File: src/rtl/kalman_result_fix_if.sv
// Estimate-in / pixel-code-out bus of the Kalman result fixer.
// The master side drives the estimate and accepts the code, and the slave side is the converter.
interface kalman_result_fix_if;
  logic [31:0] X;
  logic        End_flag;
  logic [8:0]  o_data;
  logic        o_valid;
  logic        o_ready;
  logic        o_sat;

  modport master (
    output X, End_flag, o_ready,
    input  o_data, o_valid, o_sat
  );

  modport slave (
    input  X, End_flag, o_ready,
    output o_data, o_valid, o_sat
  );
endinterface

File: src/rtl/kalman_result_fix.sv
// Converts the Kalman state estimate X (IEEE-754 single) to a rounded, saturated 9-bit pixel code.
// The result is presented on a valid/ready handshake, and estimates that arrive while the block is busy are counted as drops.
module kalman_result_fix #(
  parameter int DROP_W  = 8,
  parameter int MAX_VAL = 511
) (
  input  logic              clk_50M,
  input  logic              Rst,
  kalman_result_fix_if.slave bus,
  output logic              busy,
  output logic [DROP_W-1:0] drop_cnt
);

  localparam logic [2:0] IDLE   = 3'd0;
  localparam logic [2:0] DECODE = 3'd1;
  localparam logic [2:0] SHIFT  = 3'd2;
  localparam logic [2:0] ROUND  = 3'd3;
  localparam logic [2:0] OUT    = 3'd4;

  localparam logic [8:0]        MAX_CODE = 9'(MAX_VAL);
  localparam logic [DROP_W-1:0] DROP_MAX = {DROP_W{1'b1}};

  logic [2:0]  state;
  logic [31:0] x_lat;
  logic [23:0] shift_reg;
  logic        guard;
  logic [4:0]  shift_cnt;
  logic        sat_pend;

  logic [7:0]  exp_f;
  logic [24:0] rounded;
  logic        over_max;

  assign exp_f    = x_lat[30:23];
  assign rounded  = {1'b0, shift_reg} + {24'd0, guard};
  assign over_max = rounded > {16'd0, MAX_CODE};
  assign busy     = (state != IDLE);

  // Special encodings are decoded straight to a forced code held in shift_reg, so ROUND treats both paths alike.
  // In-range values are shifted right by 150 - e, which is between 15 and 24 bit positions.
  always_ff @(posedge clk_50M or posedge Rst) begin
    if (Rst) begin
      state       <= IDLE;
      x_lat       <= '0;
      shift_reg   <= '0;
      guard       <= 1'b0;
      shift_cnt   <= '0;
      sat_pend    <= 1'b0;
      bus.o_data  <= '0;
      bus.o_valid <= 1'b0;
      bus.o_sat   <= 1'b0;
    end else begin
      case (state)
        IDLE: begin
          if (bus.End_flag) begin
            x_lat <= bus.X;
            state <= DECODE;
          end
        end
        DECODE: begin
          guard    <= 1'b0;
          sat_pend <= 1'b0;
          state    <= ROUND;
          if (exp_f == 8'hFF) begin
            shift_reg <= {15'd0, MAX_CODE};
            sat_pend  <= 1'b1;
          end else if (x_lat[31] && (exp_f != 8'd0)) begin
            shift_reg <= '0;
            sat_pend  <= 1'b1;
          end else if (exp_f == 8'd0) begin
            shift_reg <= '0;
          end else if (exp_f >= 8'd136) begin
            shift_reg <= {15'd0, MAX_CODE};
            sat_pend  <= 1'b1;
          end else if (exp_f <= 8'd125) begin
            shift_reg <= '0;
          end else begin
            shift_reg <= {1'b1, x_lat[22:0]};
            shift_cnt <= 5'(8'd150 - exp_f);
            state     <= SHIFT;
          end
        end
        SHIFT: begin
          shift_reg <= shift_reg >> 1;
          guard     <= shift_reg[0];
          shift_cnt <= shift_cnt - 5'd1;
          if (shift_cnt == 5'd1) begin
            state <= ROUND;
          end
        end
        ROUND: begin
          if (over_max) begin
            bus.o_data <= MAX_CODE;
            bus.o_sat  <= 1'b1;
          end else begin
            bus.o_data <= rounded[8:0];
            bus.o_sat  <= sat_pend;
          end
          bus.o_valid <= 1'b1;
          state       <= OUT;
        end
        OUT: begin
          if (bus.o_ready) begin
            bus.o_valid <= 1'b0;
            state       <= IDLE;
          end
        end
        default: state <= IDLE;
      endcase
    end
  end

  // Any End_flag seen outside IDLE is lost, including in the cycle the result is accepted.
  always_ff @(posedge clk_50M or posedge Rst) begin
    if (Rst) begin
      drop_cnt <= '0;
    end else if (bus.End_flag && (state != IDLE) && (drop_cnt != DROP_MAX)) begin
      drop_cnt <= drop_cnt + 1'b1;
    end
  end

endmodule

File: src/flat_wrapper.sv
// flat-port wrapper written by rule: the top's interface ports become plain ports
module kalman_result_fix_flat 
#(
  parameter int DROP_W  = 8,
  parameter int MAX_VAL = 511
)
  (clk_50M, Rst, busy, drop_cnt, bus_X, bus_End_flag, bus_o_ready, bus_o_data, bus_o_valid, bus_o_sat);
  kalman_result_fix_if bus_i ();
  input  logic clk_50M;
  input  logic Rst;
  output logic busy;
  output logic [DROP_W-1:0] drop_cnt;
  input wire logic [$bits(bus_i.X)-1:0] bus_X;
  input wire logic [$bits(bus_i.End_flag)-1:0] bus_End_flag;
  input wire logic [$bits(bus_i.o_ready)-1:0] bus_o_ready;
  output wire logic [$bits(bus_i.o_data)-1:0] bus_o_data;
  output wire logic [$bits(bus_i.o_valid)-1:0] bus_o_valid;
  output wire logic [$bits(bus_i.o_sat)-1:0] bus_o_sat;
  assign bus_i.X = bus_X;
  assign bus_i.End_flag = bus_End_flag;
  assign bus_i.o_ready = bus_o_ready;
  assign bus_o_data = bus_i.o_data;
  assign bus_o_valid = bus_i.o_valid;
  assign bus_o_sat = bus_i.o_sat;
  kalman_result_fix #(.DROP_W(DROP_W), .MAX_VAL(MAX_VAL)) u_core (.clk_50M(clk_50M), .Rst(Rst), .bus(bus_i), .busy(busy), .drop_cnt(drop_cnt));
endmodule
File: config.mk
export PLATFORM = sky130hd
export DESIGN_NAME = kalman_result_fix_flat
export DESIGN_NICKNAME = d
export VERILOG_FILES = /design/src/rtl/kalman_result_fix_if.sv /design/src/rtl/kalman_result_fix.sv /design/src/flat_wrapper.sv
export SDC_FILE = /design/constraint.sdc
export NUM_CORES = 1
export LEC_CHECK = 0
export ABC_CLOCK_PERIOD_IN_PS = 3000
export CAP_MARGIN = 20
export CORE_MARGIN = 1
export CORE_UTILIZATION = 52
export CTS_BUF_LIST = sky130_fd_sc_hd__clkbuf_4 sky130_fd_sc_hd__clkbuf_8
export CTS_CLUSTER_DIAMETER = 60
export DETAILED_ROUTE_END_ITERATION = 10
export PLACE_DENSITY = 0.83
export SLEW_MARGIN = 0
export SYNTH_ARGS = -nofsm -noshare
export SYNTH_HDL_FRONTEND = slang
export SYNTH_SLANG_ARGS = --single-unit
File: constraint.sdc
create_clock -name clk_50M -period 3 [get_ports clk_50M]
set_input_delay 0.9 -clock clk_50M [delete_from_list [all_inputs] [get_ports clk_50M]]
set_output_delay 0.9 -clock clk_50M [all_outputs]
set_load 0.03 [all_outputs]
Yosys cells after proc, flatten, opt, wreduce, memory -nomap -nowiden
Cells that the tools add are included.

$add $sub $neg: 4. $lt $le $gt $ge: 3. Equality and inequality tests: 15. Mux-type cells: 30. Reduce and logical (&&, ||, !) cells: 13.

Operators by type and width (count): 2-to-1 mux 24 bit (5); case mux 24 bit (2 select lines) (1); adder 24 x 1 -> 25 bit (1); > comparator 25 x 9 -> 1 bit, second input constant (1); 2-to-1 mux 5 bit (5); 2-to-1 mux 3 bit (7); case mux 3 bit (5 select lines) (1); != test 2 bit, second input constant (7); case mux 5 bit (2 select lines) (1); 2-to-1 mux 9 bit (1); adder 8 x 1 -> 8 bit, second input constant (1); equality test 8 bit, second input constant (1); >= comparator 8 bit, second input constant (1); <= comparator 8 x 7 -> 1 bit, second input constant (1); zero test 8 bit (1); != test 8 bit, second input constant (1); nonzero test 8 bit (1); 2-to-1 mux 1 bit (7); equality test 3 x 2 -> 1 bit, second input constant (2); AND reduction 6 bit (1); equality test 5 x 1 -> 1 bit, second input constant (1); subtractor 5 x 1 -> 5 bit, second input constant (1); subtractor 5 bit, first input constant (1); case mux 1 bit (2 select lines) (2); 9 further kinds (13).

Register bits after elaboration: 85. Input bits: 36. Output and inout bits: 20. Logic and storage cells: 75.

Logic depth before layout (Yosys ltp)
Depth after elaboration: 7. Gate-level depth with buffers: 9. Mapped depth without buffers: 8.

Worst setup path after synthesis
OpenSTA, ideal clock, no wires.

Path kind: reg-to-reg. Start point: register u_core.shift_reg[0]. End point: register u_core.bus.o_data[0]. Library setup time: 145 ps. Arrival: 2058 ps. Data required time: 2855 ps. Slack: 797 ps. Stages on the path, launching flop included: 9. Path buffers: 0. Clock period less this slack: 2203 ps. Path through: dfrtp_1 -> ha_1 -> ha_1 -> nand3_4 -> or4_4 -> nor4_2 -> nor3_4 -> nor3_1 -> a21oi_1.

Cells in the longest elaborated chain, start to end: 3.

Ends and longest elaborated chain: start: declaration (line kalman_result_fix.sv:25) `logic [23:0] shift_reg;`; start signal: assignment (line kalman_result_fix.sv:65) `shift_reg <= {15'd0, MAX_CODE};`; start signal: assignment (line kalman_result_fix.sv:73) `shift_reg <= {15'd0, MAX_CODE};`; start signal: assignment (line kalman_result_fix.sv:78) `shift_reg <= {1'b1, x_lat[22:0]};`; adder 24 x 1 -> 25 bit (*) (line kalman_result_fix.sv:35) `assign rounded = {1'b0, shift_reg} + {24'd0, guard};`; > comparator 25 x 9 -> 1 bit (line kalman_result_fix.sv:36) `assign over_max = rounded > {16'd0, MAX_CODE};`; 2-to-1 mux 9 bit (*) (line kalman_result_fix.sv:92) `if (over_max) begin`; end signal: assignment (line kalman_result_fix.sv:96) `bus.o_data <= rounded[8:0];`; end: declaration (line kalman_result_fix_if.sv:18) `output o_data, o_valid, o_sat`.

Every way passes the cells marked *; elsewhere a longest branch is shown, timed or not. A chain may end at the register's enable or synchronous reset.

Worst setup path after layout
Start point: register u_core.state[2]. End point: output busy.

Cells in the longest elaborated chain, start to end: 1.

Ends and longest elaborated chain: start: declaration (line kalman_result_fix.sv:23) `logic [2:0] state;`; start signal: assignment (line kalman_result_fix.sv:43) `state <= IDLE;`; start signal: assignment (line kalman_result_fix.sv:57) `state <= DECODE;`; start signal: assignment (line kalman_result_fix.sv:63) `state <= ROUND;`; nonzero test 3 bit (line kalman_result_fix.sv:37) `assign busy = (state != IDLE);`; end: declaration (line flat_wrapper.sv:11) `output logic busy;`.

Every way passes these cells.

==> results_dict.tcl <==
set metrics [dict create \
    timing.slew.headroom 0.442 \
    reg2regPathDepth 6 \
    peakVddDrop_mv 0.628 \
    synth_top_cell_area_share 0.487 \
    cts-buffers-inserted 9 \
    root_buffer "clkbuf_8" \
    maxCapViolations 0 \
    die_height_um 93.7 \
    htree_levels 3 \
    drive_above_1_share 0.151 \
    yosysWarningCount 0 \
    regArea_um2 2130 \
    p_leak_uw 0.00208 \
    num-fill-cells 654 \
    grt_max_degree 41 \
    drc 0 \
    ant_nets 0 \
    async_flop_share 1.00 \
    holdPathEnd "u_core.drop_cnt[6]" \
    worstReg2RegEnd "u_core.bus.o_data[6]" \
    dpl.hpwl_um 6520 \
    fmax_ghz 0.351 \
    clkPwrFrac 0.141 \
    area_growth_pct 19.7 \
    syn_area_um2 4370 \
    p_sw_uw 2280 \
    finalSetupViolCount 0 \
    clockBufferDepth 2 \
    critPathMaxStageDelay_ns 0.62 \
    finalHoldViolations 0 \
    fp.dieArea_um2 8780 \
    comb_power_share 0.431 \
    cp-end-kind "output pin" \
    synth.avg_cell_area_um2 10.3 \
    finClkSkew_ns 0.0130 \
    synth_edf_count 0 \
    grt.total_usage 0.225 \
    synth_cell_type_count 57 \
    ys_ff_latch 85 \
    holdCritStartpoint "u_core.drop_cnt[6]" \
    hold_path.class "reg2reg" \
    rows 33 \
    timing.critical_path.slowest_stage_cell "clkdlybuf4s50_1" \
    vias 3404 \
    p_seq_frac 0.427 \
    path_buf_inv 1 \
    wl_per_cell_um 15.1 \
    critPathLaunchType "flop" \
    start_util 0.535 \
    path_delay_family "buffers and inverters" \
    cts_setup_buffers 0 \
    internal-power_uw 3040 \
    holdBufCountCts 0 \
    regToRegStartpoint "u_core.shift_reg[2]" \
    antenna_cells 0 \
    outcome "completed" \
    grt_pass1_vias 3261 \
    multi_input_area_um2 2080 \
    slew_viol_final 0 \
    worstPathCellList "or3_1 -> clkdlybuf4s50_1" \
    syn_inst 423 \
    insertion_delay_ns 0.37 \
    min_path_cells 1 \
    routed_wirelength_um 8890 \
    critPathLaunch "u_core.state[2]" \
    die_width_um 93.7 \
    tns_ns 0 \
    dr.pass1.iters 4 \
    core_um2 8180 \
    largest_register_ffs 32 \
    place_congestion 0.856 \
    rsz0062_at_grt "no" \
    synth_area_leader_cell "dfrtp_1" \
    yosysSeqAreaShare 0.487 \
    worst-r2r-setup-slack_ns 0.54 \
    grt_overflow 0 \
    layout.nets 524 \
    power_density_nw_per_um2 1020 \
    crit_type "reg2out" \
    fin_crit_ns 2.85 \
    p_sw_frac 0.428 \
    ys_top_cells_by_area "dfrtp_1 (49%), mux2_2 (8.0%), nor2_1 (4.3%), a21oi_1 (3.4%), ha_1 (3.1%)" \
    grt_pass1_wl_um 15400 \
    yosys_most_used_dff "dfrtp_1" \
    clock_sinks 85 \
    cts_tree "yes" \
    cp_max_fo 9 \
    ioPinCount 56 \
    antenna_found_initial 0 \
    clkTransAtPathRegs_ns 0.10 \
    postCtsResizedCells 0 \
    drt_first_iter_violations 204 \
    synth_fp_nets 470 \
    worstMarginPinSlew_ns 0.834 \
    port_buffers 55 \
    finalCritPeriodShare 0.950 \
    required_ns 2.10 \
    post-route-util 0.640 \
    via_per_inst 5.80 \
    cp.arrival_ns 1.95 \
]
[worst max-delay path by stage]
stage | end | slack (ns) | cells after the start
after floorplan | u_core.bus.o_data[0] | 0.80 | 8
after global placement | busy | 0.57 | 2
after detailed placement | busy | 0.56 | 2
after CTS | busy | 0.13 | 2
after global routing | busy | 0.09 | 2
final | busy | 0.15 | 2
[through the flow]
step	hold WS, ns	std cells	power, uW	setup WS, ns	instance area [um2]
floorplan	0.474	423	3920	0.797	4380
global placement	0.483	571	4470	0.574	5050
detailed placement	0.487	571	4570	0.560	5050
CTS	0.508	587	5330	0.131	5230
global route	0.533	587	5720	0.0868	5230
finish	0.505	587	5330	0.150	5230
[power by group through the flow]
stage | logic (uW) | clock network (uW) | registers, uW
after detailed placement | 2280 | 0 | 2280
after CTS | 2300 | 769 | 2260
after floorplan | 1790 | 0 | 2130
final | 2300 | 753 | 2280
after global routing | 2560 | 811 | 2350
after global placement | 2220 | 0 | 2250
[cells in the final DEF, fill, tap and decap left out, drive strengths merged, types with 2 or more instances in the layout]
cell,synthesis,routed
a211oi,2,2
a21oi,30,30
a221oi,12,12
a222oi,3,3
and3,4,4
and4,2,2
buf,8,9
clkbuf,11,9
clkdlybuf4s50,0,55
clkinv,1,3
clkinvlp,0,3
dfrtp,85,85
ha,11,11
inv,16,18
mux2,32,32
mux2i,3,3
nand2,25,25
nand3,13,13
nand3b,4,4
nand4,12,12
nor2,51,51
nor3,18,18
nor3b,3,3
nor4,7,7
o211ai,2,2
o21a,2,2
o21ai,15,15
o22ai,8,8
or3,4,4
or4,2,2
xnor2,15,15
xor2,6,6
[cell usage after synthesis (2+ instances only)]
library cell / n
a21oi_1: 30
buf_2: 5
a211oi_1: 2
clkbuf_1: 11
and3_1: 4
mux2i_1: 3
a221oi_1: 12
a222oi_1: 3
nor3b_2: 2
and4_1: 2
xor2_1: 6
dlygate4sd1_1: 2
o21a_1: 2
or4_4: 2
buf_4: 2
nand4_1: 10
o211ai_1: 2
nand2_1: 25
o21ai_0: 15
or3_1: 3
nor3_1: 16
inv_1: 16
nand3b_1: 4
dfrtp_1: 85
xnor2_1: 15
nand3_1: 12
nor2_1: 50
nor4_1: 6
mux2_2: 31
o22ai_1: 8
ha_1: 11
[area by class of cell]
cell class,instances,share of cell area
Sequential cell,85,0.407
Clock buffer,9,0.0237
Tap cell,105,0.0251
Multi-Input combinational cell,300,0.398
Clock inverter,7,0.0110
Timing Repair Buffer,64,0.123
Inverter,17,0.0129
[routing by layer]
| metal | track usage | up-vias | share of wire |
|---|---|---|---|
| met5 | 0 | - | 0 |
| met2 | 0.369 | 78 | 0.49 |
| met3 | 0.0437 | 16 | 0.043 |
| met4 | 0.0987 | 0 | 0.020 |
| li1 | - | 1643 | - |
| met1 | 0.290 | 1667 | 0.45 |
[logic make-up (layout without fill, tap and decap cells)]
| kind of cell | count (synthesis) | in the layout | synth area share |
|---|---|---|---|
| xor+xnor | 21 | 21 | 0.0421 |
| mux | 35 | 35 | 0.0893 |
| flops | 85 | 85 | 0.487 |
| fa+ha+maj | 11 | 11 | 0.0315 |
| simple gates | 150 | 150 | 0.187 |
| compound gates | 83 | 83 | 0.126 |
| buf+inv | 38 | 97 | 0.0381 |
Power figures use the tool's default switching activity.
